<file path="config.mk">
export PLATFORM = sky130hd
export DESIGN_NAME = life_support_ctrl
export DESIGN_NICKNAME = d
export VERILOG_FILES = /design/src/rtl/life_support_pkg.sv /design/src/rtl/life_support_ctrl_hyst.sv /design/src/rtl/life_support_ctrl.sv
export SDC_FILE = /design/constraint.sdc
export NUM_CORES = 1
export LEC_CHECK = 0
export ABC_CLOCK_PERIOD_IN_PS = 1770
export BUFFER_PORTS_ARGS = -buffer_cell sky130_fd_sc_hd__buf_2
export CAP_MARGIN = 20
export CORE_MARGIN = 5
export CORE_UTILIZATION = 30
export DETAILED_ROUTE_END_ITERATION = 8
export PLACE_DENSITY = 0.68
export SETUP_SLACK_MARGIN = 0.4
export SLEW_MARGIN = 20
export SYNTH_ARGS = -nofsm -noshare
export SYNTH_HDL_FRONTEND = slang
export SYNTH_SLANG_ARGS = --single-unit
</file>
<file path="constraint.sdc">
create_clock -name clk -period 1.77 [get_ports clk]
set_input_delay 0.4425 -clock clk [delete_from_list [all_inputs] [get_ports clk]]
set_output_delay 0.4425 -clock clk [all_outputs]
set_load 0.01 [all_outputs]
</file>
<file path="src/rtl/life_support_pkg.sv">
// Shared types and default constants for the life-support controller and
// its hysteresis sub-block.
package life_support_pkg;

    typedef enum logic [1:0] {
        ST_OFF   = 2'd0,
        ST_LOAD  = 2'd1,
        ST_REG   = 2'd2,
        ST_ALARM = 2'd3
    } ls_state_t;

    localparam int LS_N         = 5;
    localparam int LS_SH_INIT   = 24;
    localparam int LS_TP_INIT   = 31;
    localparam int LS_SH_LO     = 8;
    localparam int LS_SH_HI     = 20;
    localparam int LS_TP_LO     = 10;
    localparam int LS_TP_HI     = 22;
    localparam int LS_ALARM_CYC = 4;

endpackage

</file>
<file path="src/rtl/life_support_ctrl_hyst.sv">
// Single-channel hysteresis requester: raises req below LO, drops it at or
// above HI, holds in between. clr wins over en.
module hyst_ctl
    import life_support_pkg::*;
#(
    parameter int N  = LS_N,
    parameter int LO = LS_SH_LO,
    parameter int HI = LS_SH_HI
) (
    input  logic         clk,
    input  logic         rst,
    input  logic         clr,
    input  logic         en,
    input  logic [N-1:0] lvl,
    output logic         req
);

    localparam logic [N-1:0] LO_V = N'(LO);
    localparam logic [N-1:0] HI_V = N'(HI);

    logic req_q;
    logic req_d;

    always_comb begin
        req_d = req_q;
        if (clr) begin
            req_d = 1'b0;
        end else if (en) begin
            if (lvl < LO_V) begin
                req_d = 1'b1;
            end else if (lvl >= HI_V) begin
                req_d = 1'b0;
            end
        end
    end

    always_ff @(posedge clk or posedge rst) begin
        if (rst) begin
            req_q <= 1'b0;
        end else begin
            req_q <= req_d;
        end
    end

    assign req = req_q;

endmodule

</file>
<file path="src/rtl/life_support_ctrl.sv">
// Closed-loop command side of the shield/temperature counter: start-up preset
// load, hysteresis regulation and a latched zero-level alarm.
module life_support_ctrl
    import life_support_pkg::*;
#(
    parameter int N         = LS_N,
    parameter int SH_INIT   = LS_SH_INIT,
    parameter int TP_INIT   = LS_TP_INIT,
    parameter int SH_LO     = LS_SH_LO,
    parameter int SH_HI     = LS_SH_HI,
    parameter int TP_LO     = LS_TP_LO,
    parameter int TP_HI     = LS_TP_HI,
    parameter int ALARM_CYC = LS_ALARM_CYC
) (
    input  logic         clk,
    input  logic         rst,
    input  logic         en,
    input  logic         ack,
    input  logic [N-1:0] shield_lvl,
    input  logic [N-1:0] temp_lvl,
    output logic         pwr,
    output logic         ld,
    output logic         def,
    output logic         sth,
    output logic [N-1:0] shield_pre,
    output logic [N-1:0] temp_pre,
    output logic         alarm,
    output logic [1:0]   state
);

    localparam int            CW        = $clog2(ALARM_CYC + 1);
    localparam logic [CW-1:0] FAULT_MAX = CW'(ALARM_CYC);
    localparam logic [N-1:0]  SH_LO_V   = N'(SH_LO);
    localparam logic [N-1:0]  TP_LO_V   = N'(TP_LO);
    localparam logic [N-1:0]  SH_INIT_V = N'(SH_INIT);
    localparam logic [N-1:0]  TP_INIT_V = N'(TP_INIT);

    ls_state_t     state_q;
    ls_state_t     state_d;
    logic [CW-1:0] fault_q;
    logic [CW-1:0] fault_d;
    logic          pwr_q;
    logic          pwr_d;
    logic          ld_q;
    logic          ld_d;
    logic          alarm_q;
    logic          alarm_d;
    logic [N-1:0]  shield_pre_q;
    logic [N-1:0]  shield_pre_d;
    logic [N-1:0]  temp_pre_q;
    logic [N-1:0]  temp_pre_d;

    logic any_zero;
    logic levels_ok;
    logic hyst_clr;
    logic hyst_en;
    logic def_req;
    logic sth_req;

    assign any_zero  = (shield_lvl == '0) || (temp_lvl == '0);
    assign levels_ok = (shield_lvl >= SH_LO_V) && (temp_lvl >= TP_LO_V);

    // Fault counter only runs in REG; every other state leaves it cleared.
    always_comb begin
        fault_d = '0;
        if (state_q == ST_REG && any_zero) begin
            fault_d = (fault_q == FAULT_MAX) ? fault_q : fault_q + 1'b1;
        end
    end

    always_comb begin
        state_d = state_q;
        if (!en) begin
            state_d = ST_OFF;
        end else begin
            unique case (state_q)
                ST_OFF:   state_d = ST_LOAD;
                ST_LOAD:  state_d = ST_REG;
                ST_REG:   state_d = (fault_d == FAULT_MAX) ? ST_ALARM : ST_REG;
                ST_ALARM: state_d = (ack && levels_ok) ? ST_REG : ST_ALARM;
                default:  state_d = ST_OFF;
            endcase
        end
    end

    always_ff @(posedge clk or posedge rst) begin
        if (rst) begin
            state_q <= ST_OFF;
            fault_q <= '0;
        end else begin
            state_q <= state_d;
            fault_q <= fault_d;
        end
    end

    // Outputs are decoded from the next state so they line up with state_q.
    always_comb begin
        pwr_d        = 1'b0;
        ld_d         = 1'b0;
        alarm_d      = 1'b0;
        shield_pre_d = '0;
        temp_pre_d   = '0;
        unique case (state_d)
            ST_OFF: begin
            end
            ST_LOAD: begin
                ld_d         = 1'b1;
                shield_pre_d = SH_INIT_V;
                temp_pre_d   = TP_INIT_V;
            end
            ST_REG: begin
                pwr_d = 1'b1;
            end
            ST_ALARM: begin
                pwr_d   = 1'b1;
                alarm_d = 1'b1;
            end
            default: begin
            end
        endcase
    end

    always_ff @(posedge clk or posedge rst) begin
        if (rst) begin
            pwr_q        <= 1'b0;
            ld_q         <= 1'b0;
            alarm_q      <= 1'b0;
            shield_pre_q <= '0;
            temp_pre_q   <= '0;
        end else begin
            pwr_q        <= pwr_d;
            ld_q         <= ld_d;
            alarm_q      <= alarm_d;
            shield_pre_q <= shield_pre_d;
            temp_pre_q   <= temp_pre_d;
        end
    end

    // Requesters sit at zero outside REG, so leaving ALARM re-evaluates from 0.
    assign hyst_en  = (state_d == ST_REG);
    assign hyst_clr = (state_d != ST_REG) || (state_q == ST_LOAD);

    hyst_ctl #(
        .N  (N),
        .LO (SH_LO),
        .HI (SH_HI)
    ) u_hyst_shield (
        .clk (clk),
        .rst (rst),
        .clr (hyst_clr),
        .en  (hyst_en),
        .lvl (shield_lvl),
        .req (def_req)
    );

    hyst_ctl #(
        .N  (N),
        .LO (TP_LO),
        .HI (TP_HI)
    ) u_hyst_temp (
        .clk (clk),
        .rst (rst),
        .clr (hyst_clr),
        .en  (hyst_en),
        .lvl (temp_lvl),
        .req (sth_req)
    );

    assign pwr        = pwr_q;
    assign ld         = ld_q;
    assign alarm      = alarm_q;
    assign def        = def_req | alarm_q;
    assign sth        = sth_req | alarm_q;
    assign shield_pre = shield_pre_q;
    assign temp_pre   = temp_pre_q;
    assign state      = state_q;

endmodule

</file>
==> run_results.csv, run 1 <==
group,metric,value,unit
run_status,status,"finished, final reports clean",
synthesis,async_reset_ff_share,100,%
placement,dp_hpwl,1080,µm
setup_path,ff2ff_path_depth,4,
global_route,grt_pass1_vias,565,
power_and_ir_drop,p_sw_share,30.6,%
floorplan,start_util,31.1,%
sta,whs,0.141,ns
routing,wl_per_cell,11.4,µm
setup_path,reg2reg_slack,0.29,ns
layout,nNetsFinal,115,
global_route,grt_max_degree,10,
power_and_ir_drop,clkPwrFrac,27.1,%
layout,drive_gt1_share,53.1,%
power_and_ir_drop,p_per_area,641,nW/µm²
sta,rsz0062_at_grt,"yes",
synthesis,yosysWarnings,0,
setup_path,critical_path.max_stage_delay,0.44,ns
power_and_ir_drop,ir_drop,534,µV
floorplan,die_w,54.9,µm
synthesis,synth_top_family_by_area,"compound AO/OA/AOI/OAI gates",
routing,route.met3.wl,116,µm
synthesis,synthXorXnorAreaFrac,0,%
power_and_ir_drop,p_int,0.389,mW
routing,drc_errors,0,
synthesis,synth_edf_count,0,
setup_path,cpLargestDelayFamily,"compound AO/OA/AOI/OAI gates",
setup_path,path_cells,"inv_2, ha_4, o41ai_4, o211a_1",
synthesis,synth.largest_area_cell,"dfrtp_1",
placement,numPortBuffers,27,
routing,wl,1420,µm
synthesis,post_synth_and_or_nand_nor_area_fraction,17.8,%
cts,cts.sink_count,9,
routing,via_per_inst,4.58,
layout,syn_to_final_growth,44.5,%
setup_path,worstSetupStartpointType,"register",
routing,num_vias,573,
layout,instances_no_fill,125,
routing,firstDrtPassIters,4,
sta,fin_crit,1.48,ns
sta,setup_ws,0.286,ns
synthesis,ys_types,25,
sta,setup_tns,0,ns
floorplan,design.core.area,1940,µm²
routing,top_layer_used,"met4",
power_and_ir_drop,leakagePower,0.424,nW
cts,cts_htree_levels,1,
layout,fin_util,45.0,%
sta,hold_viol,0,
sta,drv_slew,0,
synthesis,synthAdderAreaFrac,4.14,%
setup_path,critical-path-slowest-cell,"o41ai_4",
cts,numCtsBuffers,3,
global_route,gr-total-overflow,0,
hold_path,min_path_type,"input port to async pin",
power_and_ir_drop,p_sw,0.171,mW
global_route,grt.total_usage,10.6,%
placement,dpl_worst_slack,0.117,ns
setup_path,worstSetupPathDepth,4,
sta,fmax,674,MHz
floorplan,rows,16,
floorplan,ioPinCount,31,
setup_path,cp.arrival,1.67,ns
synthesis,yosys-top-cells-area,"dfrtp_1 37%, buf_4 14%, inv_1 5.6%",
power_and_ir_drop,power,0.560,mW
layout,final_design_area_no_fill,873,µm²
power_and_ir_drop,p_comb_share,30.2,%
routing,ant_nets,0,
cts,clkTransAtPathRegs,0.06,ns
synthesis,synth-compound-area-share,20.9,%
cts,cts_tree,"done",
placement,dp.cells,115,
routing,dr_wl_met2,712,µm
synthesis,seq_area_frac_synth,37.3,%
synthesis,yosysTopAreaCellShare,37.3,%
synthesis,synth.mux.area_fraction,0,%
flow_run,cap_viol_max_count,0,
synthesis,syn_inst,69,
layout,antennaDiodeCount,0,
setup_path,end_kind,"register",
sta,fin_skew,0.00205,ns
cts,ctsLongestPathBuffers,2,
routing,first_iter_violations,11,
placement,dpl_cell_area,719,µm²
synthesis,yosys_register_bits,9,
floorplan,die_h,54.9,µm
cts,root_buffer,"clkbuf_4",
cts,clkLatencyLatePin,0.25,ns
sta,finalSetupViolCount,0,
cts,cts_hold_buffers,0,
synthesis,syn_area_per_cell,8.76,µm²
setup_path,crit_fanout,4,
layout,num-fill-cells,199,
setup_path,path_buf_inv,1,
setup_path,path_class,"register to register",
layout,register_area,225,µm²
power_and_ir_drop,seqPwrFrac,42.7,%
floorplan,die_area,3010,µm²
setup_path,cp.required,1.96,ns
synthesis,syn_area,604,µm²
routing,drt-met1-wl,570,µm
global_route,antenna_found_initial,0,
sta,finalCritPeriodShare,83.8,%
layout,multi_input_area,354,µm²
synthesis,yosys_most_used_dff,"dfrtp_1",
placement,gp_congestion,0.788,
global_route,grt_pass1_wl,2260,µm
-- cell families after synthesis --
| logic type | Yosys count |
|---|---|
| buffers and inverters | 20 |
| and+or+nand+nor | 19 |
| AOI/OAI and AO/OA | 18 |
| DFF | 9 |
| adders and majority gates | 2 |
| other | 1 |
-- Yosys cell counts, types with 2 or more instances --
library cell / count
a211oi_1: 4
a21oi_1: 4
buf_4: 11
dfrtp_1: 9
ha_1: 2
inv_1: 9
nand2_1: 2
nand2b_1: 2
nor2_1: 5
nor2b_1: 2
o21ai_0: 4
or2_2: 2
-- routing by layer --
| layer | up-vias | global-route usage (%) |
|---|---|---|
| li1 | 279 | - |
| met2 | 25 | 18.7 |
| met5 | - | 0 |
| met4 | 0 | 4.56 |
| met1 | 265 | 11.3 |
| met3 | 4 | 3.54 |
-- power groups by stage --
stage / Clock [mW] / Sequential [mW] / Combinational, mW
finish: 0.152 / 0.239 / 0.169
detailed placement: 0 / 0.242 / 0.144
CTS: 0.160 / 0.239 / 0.162
global placement: 0 / 0.242 / 0.142
global route: 0.171 / 0.242 / 0.185
floorplan: 0 / 0.246 / 0.103
-- worst paths after layout --
path,start,to
worst max-delay path,fault_q[0]$_DFF_PP0_,alarm$_DFF_PP0_
worst min-delay path,rst,u_hyst_temp.req$_DFFE_PP0P_
worst max register to register,fault_q[0]$_DFF_PP0_,alarm$_DFF_PP0_
worst min register to register,state[0]$_DFF_PP0_,temp_pre[3]$_DFF_PP0_
max in group asynchronous,rst,u_hyst_shield.req$_DFFE_PP0P_
min in group clk,en,pwr$_DFF_PP0_
-- final cells by class --
| class | instances | area share, % |
|---|---|---|
| Multi-Input combinational cell | 42 | 40.5 |
| Sequential cell | 9 | 25.8 |
| Timing Repair Buffer | 34 | 22.9 |
| Inverter | 9 | 3.87 |
| Tap cell | 27 | 3.87 |
| Clock buffer | 4 | 3.01 |
-- flip-flops by register name, indices dropped and copies added (netlist names) --
register	flops
pwr	1
state	1
u_hyst_temp.req	1
alarm	1
fault_q	3
u_hyst_shield.req	1
temp_pre	1
-- layout by cell type (no fill, tap or decap), types with 2 or more instances in the layout --
master	n
nand2_1	2
nand2b_1	2
a211oi_2	3
inv_2	2
a21oi_1	3
or2_4	2
inv_1	7
nor2_1	4
buf_4	7
ha_4	2
conb_1	3
o21ai_0	4
dfrtp_1	9
clkbuf_4	3
buf_6	2
buf_2	25
-- what timing repair did --
action                     CTS  global route
pin swaps                   10             5
setup endpoints to repair    6             6
gates resized for setup     13             5
buffers inserted             4             2
(Power assumes the default switching activity.)
==> run 2, diff against run 1 <==
Settings changed: ABC_CLOCK_PERIOD_IN_PS 1770 to 1400.
Clock period 1.77 ns to 1.4 ns, I/O delays scaled along.
==> run_results.csv, run 2 (synthesis results as in run 1) <==
group,metric,value,unit
layout,nNetsFinal,121,
hold_path,min_path_type,"input port to async pin",
cts,clkLatencyLatePin,0.25,ns
global_route,grt_pass1_vias,568,
layout,largest-register,"fault_q",
cts,ctsLongestPathBuffers,2,
floorplan,rows,16,
flow_run,cap_viol_max_count,0,
setup_path,cp.required,1.57,ns
cts,cts_htree_levels,1,
sta,drv_slew,0,
global_route,grt_max_degree,10,
placement,numPortBuffers,27,
setup_path,worstSetupStartpointType,"register",
placement,gp_congestion,0.734,
power_and_ir_drop,leakagePower,0.474,nW
routing,drt-met1-wl,635,µm
routing,ant_nets,0,
sta,rsz0062_at_grt,"yes",
routing,dr_wl_met2,874,µm
setup_path,path_class,"register to register",
routing,drc_errors,0,
routing,wl,1580,µm
routing,wl_per_cell,12.1,µm
sta,setup_ws,-0.0512,ns
setup_path,crit_fanout,4,
cts,root_buffer,"clkbuf_4",
routing,route.met3.wl,68,µm
routing,firstDrtPassIters,4,
cts,cts.sink_count,9,
floorplan,die_h,54.9,µm
sta,finalCritPeriodShare,104,%
layout,drive_gt1_share,63.5,%
layout,register_area,230,µm²
layout,num-fill-cells,190,
routing,top_layer_used,"met3",
power_and_ir_drop,ir_drop,571,µV
routing,via_per_inst,4.56,
global_route,antenna_found_initial,0,
layout,fin_util,51.8,%
layout,layout_common_cells,"16 x buf_6, 13 x buf_2, 11 x buf_4",
floorplan,die_area,3010,µm²
floorplan,start_util,31.1,%
sta,finalSetupViolCount,4,
setup_path,end_kind,"register",
sta,fin_skew,0.000439,ns
floorplan,ioPinCount,31,
global_route,gr-total-overflow,0,
cts,clkTransAtPathRegs,0.06,ns
routing,first_iter_violations,6,
sta,whs,0.0425,ns
layout,multi_input_area,353,µm²
global_route,grt_pass1_wl,2390,µm
layout,syn_to_final_growth,66.5,%
global_route,grt.total_usage,10.9,%
floorplan,design.core.area,1940,µm²
sta,fmax,689,MHz
run_status,violations,"negative setup slack",
sta,setup_tns,-0.131,ns
layout,antennaDiodeCount,0,
run_status,status,"finished with violations",
sta,fin_crit,1.45,ns
layout,largest_register_ffs,3,
placement,dpl_worst_slack,-0.188,ns
cts,cts_hold_buffers,0,
sta,hold_viol,0,
routing,num_vias,598,
placement,dp_hpwl,1180,µm
cts,cts_tree,"done",
setup_path,cp.arrival,1.62,ns
power_and_ir_drop,p_per_area,794,nW/µm²
cts,numCtsBuffers,3,
floorplan,die_w,54.9,µm
layout,final_common_cell,"buf_6",
-- run 2: cell count changes in the layout (fill, tap and decap cells not counted), moves of 4 or more --
cell	change
buf_6	+14
dfrtp_1	-4
buf_4	+4
dfrtp_2	+4
buf_2	-12
-- run 2: what timing repair did --
action,in CTS,in global routing
buffers inserted,6,1
endpoints found under the setup margin,20,21
pin swaps,8,3
gates resized for setup,21,18
-- run 2: worst paths after layout --
check	start	end	slack, ns	depth (start not counted)
max reg2reg	fault_q[0]$_DFF_PP0_	u_hyst_temp.req$_DFFE_PP0P_	-0.05	7
min	rst	fault_q[2]$_DFF_PP0_	0.04	2
max	fault_q[0]$_DFF_PP0_	u_hyst_temp.req$_DFFE_PP0P_	-0.05	7
min in group clk	en	pwr$_DFF_PP0_	0.35	2
max in group asynchronous	rst	fault_q[0]$_DFF_PP0_	1.09	2
min reg2reg	state[0]$_DFF_PP0_	alarm$_DFF_PP0_	0.61	1
-- run 2: layer usage --
layer	vias up	GRT usage, %
met3	0	2.72
li1	291	-
met2	11	20.1
met4	0	2.90
met5	-	0
met1	296	12.3
-- run 2: power breakdown --
group / switching, mW / internal, mW / leakage, nW / total [mW]
logic: 0.117 / 0.171 / 0.341 / 0.288
registers: 0.0339 / 0.280 / 0.116 / 0.314
clock network: 0.0920 / 0.105 / 0.0177 / 0.197
total: 0.243 / 0.556 / 0.474 / 0.799
-- run 2: worst max-delay path, stage by stage, from the launching register on --
cell and delay (ns):
dfrtp_2 0.44, inv_2 0.08, ha_4 0.15, nor2_4 0.03, a211oi_2 0.25, o41ai_2 0.08
buf_4 0.16, a211oi_2 0.17
-- run 2: cell type report --
| type | count | area share, % |
|---|---|---|
| flip-flops and latches | 9 | 22.9 |
| inverters | 9 | 3.36 |
| clock buffers | 3 | 2.24 |
| multi-input cells | 42 | 35.1 |
| repair buffers | 40 | 32.6 |
| well taps | 27 | 3.36 |
| clock inverters | 1 | 0.498 |
-- run 2: through the flow --
stage / instances / cell area [µm²] / total power [mW]
2_1_floorplan: 71 / 617 / 0.445
3_3_place_gp: 120 / 748 / 0.495
3_5_place_dp: 120 / 748 / 0.500
4_1_cts: 130 / 908 / 0.751
5_1_grt: 131 / 1010 / 0.843
6_report: 131 / 1010 / 0.799
==> run 3, diff against run 2 <==
Settings changed: ABC_CLOCK_PERIOD_IN_PS 1400 to not set, CAP_MARGIN 20 to not set, PLACE_DENSITY 0.68 to not set.
==> run_results.csv, run 3 (synthesis results as in run 1) <==
group,metric,value,unit
sta,fmax,687,MHz
layout,drive_gt1_share,55.6,%
sta,finalCritPeriodShare,104,%
placement,gp_congestion,0.731,
layout,nNetsFinal,116,
cts,clkTransAtPathRegs,0.06,ns
setup_path,end_kind,"register",
power_and_ir_drop,ir_drop,521,µV
floorplan,die_area,3010,µm²
sta,hold_viol,0,
setup_path,crit_fanout,4,
layout,syn_to_final_growth,48.7,%
routing,first_iter_violations,4,
setup_path,critical-path-slowest-cell,"o41ai_4",
global_route,grt-busiest-layer,"met2",
sta,setup_tns,-0.195,ns
sta,fin_crit,1.46,ns
cts,cts_hold_buffers,0,
layout,antennaDiodeCount,0,
cts,ctsLongestPathBuffers,2,
floorplan,design.core.area,1940,µm²
setup_path,worstSetupStartpointType,"register",
routing,wl,1370,µm
cts,clkLatencyLatePin,0.25,ns
sta,drv_slew,0,
global_route,grt.total_usage,9.73,%
power_and_ir_drop,p_per_area,804,nW/µm²
global_route,antenna_found_initial,0,
layout,largest_register_ffs,3,
global_route,gr-usage-met1,11.3,%
routing,drc_errors,0,
setup_path,critical_path.max_stage_delay,0.43,ns
layout,fin_util,46.3,%
setup_path,path_cells,"inv_2, ha_4, o41ai_4, and2_1",
cts,numCtsBuffers,3,
placement,dp.cells,121,
setup_path,cp.arrival,1.64,ns
power_and_ir_drop,leakagePower,0.437,nW
routing,wl_per_cell,10.8,µm
hold_path,min_path_type,"input port to async pin",
sta,fin_skew,0.00513,ns
cts,cts.sink_count,9,
global_route,grt_max_degree,10,
sta,setup_ws,-0.0552,ns
routing,via_per_inst,4.40,
floorplan,die_h,54.9,µm
layout,num-fill-cells,202,
run_status,status,"finished with violations",
cts,cts_tree,"done",
cts,cts_htree_levels,1,
global_route,grt_pass1_vias,526,
run_status,violations,"negative setup slack",
floorplan,rows,16,
routing,firstDrtPassIters,2,
flow_run,cap_viol_max_count,0,
global_route,use_met3,1.63,%
routing,num_vias,555,
global_route,gr-total-overflow,0,
layout,largest-register,"fault_q",
layout,instances_no_fill,126,
floorplan,die_w,54.9,µm
placement,numPortBuffers,27,
setup_path,cp.required,1.58,ns
layout,final_common_cell,"buf_2",
sta,rsz0062_at_grt,"yes",
floorplan,start_util,31.1,%
layout,layout_common_cells,"24 x buf_2, 8 x buf_4, 7 x inv_1, 7 x dfrtp_1",
placement,dp_hpwl,1110,µm
power_and_ir_drop,power,0.723,mW
cts,root_buffer,"clkbuf_4",
global_route,grt_pass1_wl,2150,µm
sta,finalSetupViolCount,4,
global_route,met2_usage,18.1,%
floorplan,ioPinCount,31,
setup_path,path_class,"register to register",
routing,ant_nets,0,
-- run 3: changes by cell type in the layout (fill, tap and decap cells not counted), moves of 2 or more --
cell	change
dfrtp_1	+2
buf_6	-13
buf_4	-3
buf_2	+11
dfrtp_2	-2
a211oi_2	-2
-- run 3: final timing paths --
| check | slack (ns) | from | cells past startpoint | endpoint |
|---|---|---|---|---|
| max | -0.06 | fault_q[0]$_DFF_PP0_ | 4 | state[0]$_DFF_PP0_ |
| min | 0.04 | rst | 2 | alarm$_DFF_PP0_ |
| max reg2reg | -0.06 | fault_q[0]$_DFF_PP0_ | 4 | state[0]$_DFF_PP0_ |
| min reg2reg | 0.53 | pwr$_DFF_PP0_ | 1 | temp_pre[3]$_DFF_PP0_ |
| max in group asynchronous | 1.09 | rst | 2 | state[0]$_DFF_PP0_ |
| min in group clk | 0.34 | en | 2 | pwr$_DFF_PP0_ |
-- run 3: worst max-delay path: cells and delay by family, from the launching register on --
family,cells,cell delay [ns]
compound gates,1,0.43
buf+inv,1,0.08
fa+ha+maj,1,0.26
simple gates,1,0.20
flops,1,0.42
-- run 3: area by class of cell --
type	instances	area [µm²]	share of cell area, %
Multi-Input combinational cell	42	363	40.4
Timing Repair Buffer	35	214	23.8
Clock buffer	4	26.3	2.92
Sequential cell	9	228	25.3
Inverter	9	33.8	3.76
Tap cell	27	33.8	3.76
-- run 3: routing by layer --
layer  wire length, µm  share of wire [%]
met5                 0                  0
met4                12               0.88
met3                53                3.9
met2               791                 58
met1               510                 37
-- run 3: timing repair --
item	4_1_cts	5_1_grt
hold endpoints to repair	0	0
setup buffers	1	0
pin swaps	1	3
resized for setup	6	17
endpoints found under the setup margin	21	21
-- run 3: power breakdown --
group / switching (mW) / leakage (nW) / internal (mW)
combinational: 0.107 / 0.303 / 0.117
sequential: 0.0275 / 0.119 / 0.279
clock: 0.0823 / 0.0150 / 0.109
-- run 3: through the flow --
stage	hold slack, ns	instance area, µm²	setup slack (ns)
after floorplan	0.178	617	0.000317
after global placement	0.321	756	-0.139
after detailed placement	0.327	756	-0.168
after CTS	0.0566	816	-0.0951
after global routing	0.0737	898	-0.144
final	0.0400	898	-0.0552
